--- src/rtl/cardrom_boot_seq.sv ---
// Boot-release sequencer: qualifies subsystem ready flags over a settle window, then
// requests ROM release and tracks the handoff. Optional forced release: CARDROM_BOOT_TIMEOUT_EN.
module cardrom_boot_seq #(
   parameter int unsigned NUM_READY      = 4,
   parameter int unsigned SETTLE_CYCLES  = 16,
   parameter int unsigned TIMEOUT_CYCLES = 54_000_000
) (
   input  logic                 clk_logic,
   input  logic                 system_reset_n,
   input  logic [NUM_READY-1:0] ready_i,
   input  logic [NUM_READY-1:0] ready_mask_i,
   input  logic                 rom_en_i,
   output logic                 req_rom_release_o,
   output logic                 boot_done_o,
   output logic                 timeout_o,
   output logic [2:0]           state_o,
   output logic [NUM_READY-1:0] ready_seen_o
);

   localparam int unsigned SETTLE_W = $clog2(SETTLE_CYCLES + 1);

   if (SETTLE_CYCLES == 0 || TIMEOUT_CYCLES == 0) begin : g_param_chk
      $error("cardrom_boot_seq: SETTLE_CYCLES and TIMEOUT_CYCLES must be >= 1");
   end

   typedef enum logic [2:0] {
      ST_IDLE    = 3'd0,
      ST_WAIT    = 3'd1,
      ST_SETTLE  = 3'd2,
      ST_RELEASE = 3'd3,
      ST_HANDOFF = 3'd4,
      ST_DONE    = 3'd5
   } state_t;

   state_t              state_q;
   state_t              state_nxt;
   logic [SETTLE_W-1:0] settle_cnt_q;
   logic [SETTLE_W-1:0] settle_cnt_nxt;
   logic                all_ready;
   logic                timeout_hit;
   logic                forced_nxt;

   // Masked-off bits count as ready.
   assign all_ready = &(ready_i | ~ready_mask_i);

`ifdef CARDROM_BOOT_TIMEOUT_EN
   localparam int unsigned TIMEOUT_W = $clog2(TIMEOUT_CYCLES + 1);

   logic [TIMEOUT_W-1:0] timeout_cnt_q;
   logic [TIMEOUT_W-1:0] timeout_cnt_nxt;
   logic                 in_hold;

   // Free-running across WAIT/SETTLE fallbacks; saturates at the limit.
   always_comb begin
      in_hold         = (state_q == ST_WAIT) || (state_q == ST_SETTLE);
      timeout_cnt_nxt = timeout_cnt_q;
      if (in_hold && (timeout_cnt_q != TIMEOUT_W'(TIMEOUT_CYCLES))) begin
         timeout_cnt_nxt = timeout_cnt_q + TIMEOUT_W'(1);
      end
      timeout_hit = in_hold && (timeout_cnt_nxt == TIMEOUT_W'(TIMEOUT_CYCLES));
   end

   always_ff @(posedge clk_logic) begin
      if (!system_reset_n) begin
         timeout_cnt_q <= '0;
      end else begin
         timeout_cnt_q <= timeout_cnt_nxt;
      end
   end
`else
   assign timeout_hit = 1'b0;
`endif

   // Next-state logic; ROM-already-unmapped in WAIT outranks timeout, which outranks settling.
   always_comb begin
      state_nxt      = state_q;
      settle_cnt_nxt = settle_cnt_q;
      forced_nxt     = 1'b0;
      case (state_q)
         ST_IDLE: begin
            state_nxt = ST_WAIT;
         end
         ST_WAIT: begin
            if (!rom_en_i) begin
               state_nxt = ST_DONE;
            end else if (timeout_hit) begin
               state_nxt  = ST_RELEASE;
               forced_nxt = 1'b1;
            end else if (all_ready) begin
               state_nxt      = ST_SETTLE;
               settle_cnt_nxt = '0;
            end
         end
         ST_SETTLE: begin
            if (timeout_hit) begin
               state_nxt  = ST_RELEASE;
               forced_nxt = 1'b1;
            end else if (!all_ready) begin
               state_nxt      = ST_WAIT;
               settle_cnt_nxt = '0;
            end else if (settle_cnt_q == SETTLE_W'(SETTLE_CYCLES)) begin
               state_nxt = ST_RELEASE;
            end else begin
               settle_cnt_nxt = settle_cnt_q + SETTLE_W'(1);
            end
         end
         ST_RELEASE: begin
            state_nxt = ST_HANDOFF;
         end
         ST_HANDOFF: begin
            if (!rom_en_i) begin
               state_nxt = ST_DONE;
            end
         end
         ST_DONE: begin
            state_nxt = ST_DONE;
         end
         default: begin
            state_nxt = ST_IDLE;
         end
      endcase
   end

   // State and outputs registered together; outputs decode the incoming state.
   always_ff @(posedge clk_logic) begin
      if (!system_reset_n) begin
         state_q           <= ST_IDLE;
         settle_cnt_q      <= '0;
         req_rom_release_o <= 1'b0;
         boot_done_o       <= 1'b0;
         timeout_o         <= 1'b0;
         ready_seen_o      <= '0;
      end else begin
         state_q           <= state_nxt;
         settle_cnt_q      <= settle_cnt_nxt;
         req_rom_release_o <= (state_nxt == ST_RELEASE) || (state_nxt == ST_HANDOFF);
         boot_done_o       <= boot_done_o || (state_nxt == ST_DONE);
         timeout_o         <= timeout_o || forced_nxt;
         ready_seen_o      <= ready_seen_o | (ready_i & ready_mask_i);
      end
   end

   assign state_o = 3'(state_q);

endmodule
--- config.mk ---
export PLATFORM = sky130hd
export DESIGN_NAME = cardrom_boot_seq
export DESIGN_NICKNAME = d
export VERILOG_FILES = /design/src/rtl/cardrom_boot_seq.sv
export SDC_FILE = /design/constraint.sdc
export NUM_CORES = 1
export LEC_CHECK = 0
export CAP_MARGIN = 20
export CORE_ASPECT_RATIO = 0.9
export CORE_MARGIN = 2
export CORE_UTILIZATION = 43
export CTS_BUF_LIST = sky130_fd_sc_hd__clkbuf_4
export DETAILED_ROUTE_END_ITERATION = 12
export GPL_ROUTABILITY_DRIVEN = 0
export MAX_ROUTING_LAYER = met4
export PLACE_DENSITY_LB_ADDON = 0.2
export SYNTH_ARGS = -nofsm -noshare
export SYNTH_HDL_FRONTEND = slang
export SYNTH_SLANG_ARGS = --single-unit
--- constraint.sdc ---
create_clock -name clk_logic -period 1.3 [get_ports clk_logic]
set_input_delay 0.195 -clock clk_logic [delete_from_list [all_inputs] [get_ports clk_logic]]
set_output_delay 0.195 -clock clk_logic [all_outputs]
set_load 0.01 [all_outputs]
# == After elaboration in Yosys (flattened, before gate mapping) ==
# Cells that the tools add are included.
# word_totals
ff_bits,14
latch_bits,0
ram_bits,0
mem_bits_ro,0
output_inout_bits,10
word_cells,39
n_memories,0
# op_classes
addsub,1
n_mul,0
div,0
n_lt_le_gt_ge,0
n_eq_ne,12
shift,0
n_mux,11
n_bitwise,4
n_reduce_logical,6
# op_table
op,n
$mux 5,4
$pmux 3 s6,1
$mux 3,5
$eq 3x3->1 const B,4
$pmux 5 s2,1
$eq 3x2->1 const B,3
$or 4x4->4,2
$reduce_and 4->1,2
$add 5x1->5 const B,1
$eq 5x5->1 const B,1
$and 4x4->4,1
$ne 2x2->1 const B,2
$not 4->4,1
$eq 3x1->1 const B,1
$logic_not 3->1,1
$ne 3x3->1 const B,1
$logic_or 1x1->1,2
$reduce_bool 2->1,1

# == Longest topological paths before layout ==
# Gate-level depths: netlist of run 1.
# depth
depth_word,8
ltp_mapped,6
ltp_nobuf,6

# == Worst setup path after synthesis of run 1 ==
# Ideal clock, no wire load.
# synth_path
kind,register -> register
startpoint,register state_q[0] (netlist: state_o[0])
endpoint,register settle_cnt_q[3]
arrival_ps,1240
slack_ps,-63
stages_incl_launch_ff,4
n_path_buf,0
cell_sequence,dfxtp_1 -> or4bb_1 -> o211ai_2 -> nor2_1
# synth_via
elab_chain_len,3
word_cells_on_any_way,8
classes_between,5 x eq/ne; 1 x mux; 2 x reduce/logical
# synth_lines
item,line,text
"start, declared",35,state_t state_q;
"start signal, assigned",134,state_q <= state_nxt;
$eq 3x2->1 / $eq 3x1->1 (equally long branches),79,case (state_q)
"$ne 3x3->1 (no line), or another cell as far along",-,
$reduce_and 4->1 (no line),-,
"end signal, assigned",135,settle_cnt_q <= settle_cnt_nxt;
"end, declared",37,logic [SETTLE_W-1:0] settle_cnt_q;
# Several ways; a longest one is shown, not always the timed one.
# A chain may end at the register's enable or synchronous reset.

# == Worst setup path after layout of run 1 ==
# layout_path
startpoint,register state_q[2] (netlist: state_o[2])
endpoint,register settle_cnt_q[4]
# The elaborated chain is that of the path after synthesis.

==> summary.log, run 1 <==
[job] max capacitance violation total 0
[clock_network] H-tree depth 1
[timing] Hold Slack 0.2361 ns
[clock_network] total CTS buffers 3
[timing] period utilization 102.4%
[timing] setup-violating endpoint count in the final report 6
[die] Die X 46.59 um
[global_route] aggregate global-route resource usage 19.32%
[placed_design] Placed Area 0.001008 sq mm
[critical_path] crit-path max FO 5
[critical_path] startpoint class of the critical path flip-flop
[global_route] largest net degree at the start of global routing 9
[timing] RSZ-0062 raised after global routing yes
[clock_network] Sink Count 14
[synthesis] Mean Syn Cell Area 8.999 sq um
[synthesis] Synth cell types 28
[layout] final core area utilization 73.37%
[timing] PnR worst setup slack -0.03125 ns
[outcome] status complete, but fails checks
[layout] Non-Filler Instances 134
[timing] Setup Skew 0.0006657 ns
[die] Die Height 42.33 um
[timing] final hold violation count 0
[critical_path] Bufs and invs on worst path 0
[clock_network] Clk Tree Root Cell sky130_fd_sc_hd__clkbuf_4
[clock_network] number of buffers inserted by post-CTS setup repair 0
[die] initial core utilization 47.42%
[hold_path] classification of the worst-slack hold path input port to flip-flop
[power_and_ir_drop] maximum resistive drop on vdd 0.0009029 V
[synthesis] number of warning messages in the yosys log 0
[die] Placeable Area 0.001480 sq mm
[die] cell row count 13
[layout] layout cells sized above 1 34.82%
[critical_path] kind of end point of the critical path flip-flop
[layout] synthesis-to-finish area growth 54.72%
[routing] drt first-iter violations 22
[global_route] wire length of the first global-routing pass 2773 um
[global_route] residual overflow from global routing 0
[critical_path] required time at the worst-slack endpoint 1.47 ns
[layout] Nets 126
[routing] Detail Route Antenna Nets 0
[timing] Max Fclk 751.2 MHz
[placed_design] # port buffers 19
[power_and_ir_drop] Static Leakage 0.5027 nW
[routing] total number of vias 688
[clock_network] clock tree from TritonCTS yes
[clock_network] clock insertion delay at the later pin of the skew report 0.27 ns
[layout] area occupied by multi-input gates 449.2 sq um
[layout] number of filler instances in the final layout 124
[synthesis] portion of the post-synthesis area used by sequential elements 39.93%
[die] total I/O pin count 21
[timing] Final Slew Violations 0
[placed_design] worst setup slack before clock tree synthesis -0.5211 ns
[global_route] initial antenna violation count 0
[outcome] violated checks setup timing
[synthesis] synthesized instance count 78
[layout] cell area after layout 0.001086 sq mm
[layout] commonest cells after routing, fill and taps aside sky130_fd_sc_hd__dlygate4sd2_1, sky130_fd_sc_hd__buf_4, sky130_fd_sc_hd__dfxtp_1
[critical_path] Critical Path, Cell by Cell or4bb_4 > o211ai_4 > nor2_1
[critical_path] worst-path cell with the longest stage delay sky130_fd_sc_hd__or4bb_4
[clock_network] post-CTS clock slew at the launch and capture registers of the worst setup and hold paths 0.08 ns
[routing] drt pass-1 iters 4
[routing] final routed wirelength across all metal layers 1681 um
[routing] Vias/cell 5.134
[layout] FF/Latch Area 287.8 sq um
[synthesis] Synth Cell Area 701.9 sq um
[routing] post-detailed-route wirelength per cell 12.54 um
[critical_path] delay-heaviest family, CP simple AND/OR/NAND/NOR gates
[synthesis] synthesized netlist net count 91
[layout] ant diodes 0
[critical_path] worst setup path category flip-flop to flip-flop
[clock_network] worst-case clock buffer depth 2
[critical_path] slowest cell delay on critical path 0.56 ns
[timing] crit path time final 1.331 ns
[layout] commonest non-fill, non-tap cell in the layout sky130_fd_sc_hd__dlygate4sd2_1
[clock_network] cts-stage hold buffer count 0
[power_and_ir_drop] Pwr Density 864.0 mW/mm^2
[global_route] number of global-route vias before repair 686
[placed_design] cell total after placement 130
[routing] # DRC 0
[die] total die area 0.001972 sq mm
[placed_design] detailed placement HPWL 1256 um
[critical_path] data arrival time of the critical path 1.50 ns
[synthesis] register bit count reported by yosys 14
-- per-stage QoR --
stage	power, mW	TNS, ns
after CTS	0.9391	-0.3060
after detailed placement	0.6952	-3.528
after global routing	0.9790	-0.3133
final	0.9384	-0.1626
after global placement	0.6910	-3.233
after floorplan	0.5693	0
-- kinds of logic after synthesis --
kind of cell / count (synthesis) / share of synthesized area [%]
AO/OA/AOI/OAI: 17 / 16.58
XOR/XNOR: 2 / 2.496
adder cells (fa/ha/maj): 2 / 3.564
buffers and inverters: 8 / 4.812
flip-flops: 14 / 39.93
other: 1 / 0.5342
AND/OR/NAND/NOR: 34 / 32.08
-- cells in the mapped netlist (all sizes together) --
master,count,share of area [%]
or4,1,1.6
a31oi,2,1.8
dfxtp,14,40
o211ai,3,3.9
nor4,1,1.8
nor2,2,1.1
o41ai,1,1.2
or3b,1,1.2
a211o,1,1.2
buf,1,1.1
a21oi,6,4.3
clkbuf,1,0.53
and4bb,1,1.8
nor3b,1,2.7
ha,2,3.6
nand4,2,1.8
or4bb,1,1.6
nor2b,10,10
xor2,2,2.5
nand2,9,4.8
nand3,4,2.9
nand2b,1,0.89
a32o,1,1.4
o22ai,3,2.7
conb,1,0.53
inv,6,3.2
-- sequential cells by signal, indices dropped and copies added (netlist names) --
name and count:
req_rom_release_o 1, state_o 3, boot_done_o 1, settle_cnt_q 5
ready_seen_o 4
-- report_power, final --
group	total, mW	internal, mW	switching [mW]
Combinational	0.220	0.119	0.101
Clock	0.248	0.111	0.137
Sequential	0.471	0.452	0.0186
Total	0.938	0.682	0.256
-- worst min-delay path: cells and delay by family --
kind | cells | cell delay (ns)
buffers and inverters | 1 | 0.11
and+or+nand+nor | 1 | 0.09
AOI/OAI and AO/OA | 1 | 0.08
-- path summary, 6_finish.rpt --
kind	startpoint	end	slack [ns]	cells after the start
max	state_o[2]	settle_cnt_q[4]	-0.03	3
min	ready_mask_i[0]	ready_seen_o[0]	0.24	3
max reg2reg	state_o[2]	settle_cnt_q[4]	-0.03	3
min reg2reg	boot_done_o	boot_done_o	0.46	2
-- layout make-up --
cell class	count	share of cell area (%)
inverter	6	2.074
multi-input combinational	56	41.36
sequential	14	26.50
clock buffer	3	2.074
clock inverter	1	0.3456
timing repair buffer	32	25.12
tap	22	2.535
-- metal layers --
metal / GRT usage, % / share of wire [%] / up-vias
met1: 21.75 / 45 / 326
met4: 3.429 / 0.71 / 0
met3: 2.586 / 4.1 / 2
met2: 35.28 / 51 / 15
li1: - / - / 345
met5: - / 0 / -
-- what timing repair did --
| item | CTS | global route |
|---|---|---|
| endpoints found under the setup margin | 16 | 7 |
| resized for setup | 30 | 7 |
| pin swaps | 6 | 4 |
Note: power is estimated with default switching activity, not from simulation.
==> inputs of run 2 (changes only) <==
Clock period 1.3 ns to 1.1 ns, I/O delays scaled along.
==> summary.log, run 2 (synthesis gave the netlist of run 1 again) <==
[outcome] status complete, but fails checks
[outcome] violated checks setup timing
[clock_network] total CTS buffers 3 [unchanged]
[placed_design] detailed placement HPWL 1367 um [+8.8%]
[critical_path] required time at the worst-slack endpoint 1.26 ns [-0.21 ns]
[power_and_ir_drop] share of power burned in registers 47.0% [-3.2 points]
[layout] layout cells sized above 1 47.97% [+13 points]
[power_and_ir_drop] maximum resistive drop on vdd 0.0007704 V [-15%]
[critical_path] Reg2Reg Depth 3 [unchanged]
[layout] commonest non-fill, non-tap cell in the layout sky130_fd_sc_hd__buf_4
[critical_path] kind of end point of the critical path flip-flop
[placed_design] cell total after placement 138 [+6.2%]
[power_and_ir_drop] Net Sw Power 0.3485 mW [+36%]
[global_route] wire length of the first global-routing pass 3284 um [+18%]
[placed_design] Placed Area 0.001072 sq mm [+6.3%]
[timing] PnR worst setup slack -0.2880 ns [-0.2568 ns]
[timing] period utilization 126.2% [+24 points]
[timing] Setup TNS Final -2.103 ns [-1.940 ns]
[routing] # DRC 0 [unchanged]
[timing] Hold Slack 0.2543 ns [+0.01816 ns]
[routing] drt first-iter violations 29 [+32%]
[power_and_ir_drop] internal power of the cells 0.8332 mW [+22%]
[routing] final routed wirelength across all metal layers 2385 um [+42%]
[layout] synthesis-to-finish area growth 71.12%
[hold_path] classification of the worst-slack hold path input port to flip-flop
[power_and_ir_drop] sum of internal, switching and leakage power 1.182 mW [+26%]
[clock_network] clock tree from TritonCTS yes
[routing] post-detailed-route wirelength per cell 16.45 um [+31%]
[job] max capacitance violation total 0 [unchanged]
[global_route] residual overflow from global routing 0 [unchanged]
[global_route] number of global-route vias before repair 714 [+4.1%]
[timing] crit path time final 1.388 ns [+0.05676 ns]
[critical_path] data arrival time of the critical path 1.55 ns [+0.05 ns]
[die] initial core utilization 47.42% [unchanged]
[timing] final hold violation count 0 [unchanged]
[routing] Detail Route Antenna Nets 0 [unchanged]
[die] total I/O pin count 21 [unchanged]
[clock_network] Clk Tree Root Cell sky130_fd_sc_hd__clkbuf_4
[critical_path] worst setup path category flip-flop to flip-flop
[critical_path] Critical Path, Cell by Cell or4bb_4 > o211ai_4 > a31oi_1
[layout] max FFs per register 5 [unchanged]
[critical_path] Bufs and invs on worst path 0 [unchanged]
[clock_network] worst-case clock buffer depth 2 [unchanged]
[global_route] initial antenna violation count 0 [unchanged]
[layout] commonest cells after routing, fill and taps aside sky130_fd_sc_hd__buf_4, sky130_fd_sc_hd__dlygate4sd2_1, sky130_fd_sc_hd__dfxtp_1
[critical_path] flop-to-flop setup slack -0.29 ns [-0.26 ns]
[power_and_ir_drop] part of the total power dissipated in the clock network 26.2% [-0.2 points]
[layout] number of filler instances in the final layout 99 [-20%]
[clock_network] clock insertion delay at the later pin of the skew report 0.28 ns [about the same]
[die] cell row count 13 [unchanged]
[global_route] aggregate global-route resource usage 24.15% [+4.8 points]
[critical_path] startpoint class of the critical path flip-flop
[routing] total number of vias 801 [+16%]
[clock_network] cts-stage hold buffer count 0 [unchanged]
[power_and_ir_drop] fraction of power consumed by combinational cells 26.9% [+3.5 points]
[critical_path] crit-path max FO 5 [unchanged]
[global_route] largest net degree at the start of global routing 9 [unchanged]
[layout] cell area after layout 0.001201 sq mm [+11%]
[layout] final core area utilization 81.15% [+7.8 points]
[die] total die area 0.001972 sq mm [unchanged]
[clock_network] post-CTS clock slew at the launch and capture registers of the worst setup and hold paths 0.09 ns [about the same]
[die] Die X 46.59 um [unchanged]
[power_and_ir_drop] Pwr Density 983.8 mW/mm^2 [+14%]
[timing] Final Slew Violations 0 [unchanged]
[timing] setup-violating endpoint count in the final report 11 [+5]
[critical_path] delay-heaviest family, CP simple AND/OR/NAND/NOR gates
[timing] Max Fclk 720.5 MHz [-4.1%]
[critical_path] slowest cell delay on critical path 0.58 ns [+0.02 ns]
[clock_network] H-tree depth 1 [unchanged]
[layout] Nets 137 [+8.7%]
[layout] ant diodes 0 [unchanged]
[timing] Setup Skew 0.006811 ns [+0.006146 ns]
[placed_design] # port buffers 19 [unchanged]
[hold_path] hold-critical path depth 3 [unchanged]
[layout] most flop-heavy register settle_cnt_q
[routing] drt pass-1 iters 4 [unchanged]
[critical_path] worst-path cell with the longest stage delay sky130_fd_sc_hd__or4bb_4
[routing] Vias/cell 5.524 [+7.6%]
[power_and_ir_drop] Static Leakage 0.5418 nW [+7.8%]
[die] Placeable Area 0.001480 sq mm [unchanged]
[placed_design] worst setup slack before clock tree synthesis -0.7051 ns [-0.1840 ns]
[clock_network] Sink Count 14 [unchanged]
[power_and_ir_drop] switching share of power 29.49% [+2.2 points]
[timing] RSZ-0062 raised after global routing yes
[critical_path] Stages on worst setup path 3 [unchanged]
[layout] Non-Filler Instances 145 [+8.2%]
[die] Die Height 42.33 um [unchanged]
-- run 2: cell types whose count changed in the layout (fill, tap and decap cells not counted), sizes merged --
cell           delta
dlygate4sd2       -5
buf              +14
dlymetal6s2s      -1
clkdlybuf4s15     +3
-- run 2: worst reg2reg max path: stages, from the launching register on --
cell and delay (ns):
sky130_fd_sc_hd__dfxtp_2 0.35, sky130_fd_sc_hd__or4bb_4 0.58, sky130_fd_sc_hd__o211ai_4 0.26, sky130_fd_sc_hd__a31oi_1 0.08
-- run 2: final cells by class --
cell class / instances / area [sq um] / area share, %
Inverter: 6 / 22.52 / 1.875
Clock inverter: 1 / 3.754 / 0.3125
Sequential cell: 14 / 286.5 / 23.85
Timing Repair Buffer: 43 / 357.8 / 29.79
Multi-Input combinational cell: 56 / 480.5 / 40.00
Clock buffer: 3 / 22.52 / 1.875
Tap cell: 22 / 27.53 / 2.292
-- run 2: what timing repair did --
item	in CTS	in global routing
setup endpoints to repair	19	14
hold endpoints to repair	0	0
resized for setup	43	12
pin swaps	6	4
buffers inserted	3	1
-- run 2: final timing paths --
path / from / end
worst max-delay path: state_o[1] / settle_cnt_q[1]
worst max register to register: state_o[1] / settle_cnt_q[1]
worst min register to register: boot_done_o / boot_done_o
worst min-delay path: ready_mask_i[0] / ready_seen_o[0]
-- run 2: power by group through the flow --
| stage | registers (mW) | clock network [mW] | logic (mW) |
|---|---|---|---|
| 2_1_floorplan | 0.583 | 0 | 0.0911 |
| 3_3_place_gp | 0.563 | 0 | 0.267 |
| 3_5_place_dp | 0.564 | 0 | 0.272 |
| 4_1_cts | 0.553 | 0.321 | 0.283 |
| 5_1_grt | 0.557 | 0.338 | 0.335 |
| 6_report | 0.555 | 0.309 | 0.317 |
-- run 2: routing by layer --
layer / GRT usage, % / up-vias / share of wire (%)
met5: - / - / 0
met4: 10.29 / 0 / 3.9
met3: 3.879 / 10 / 4.0
met2: 38.06 / 38 / 52
met1: 29.79 / 386 / 40
li1: - / 367 / -
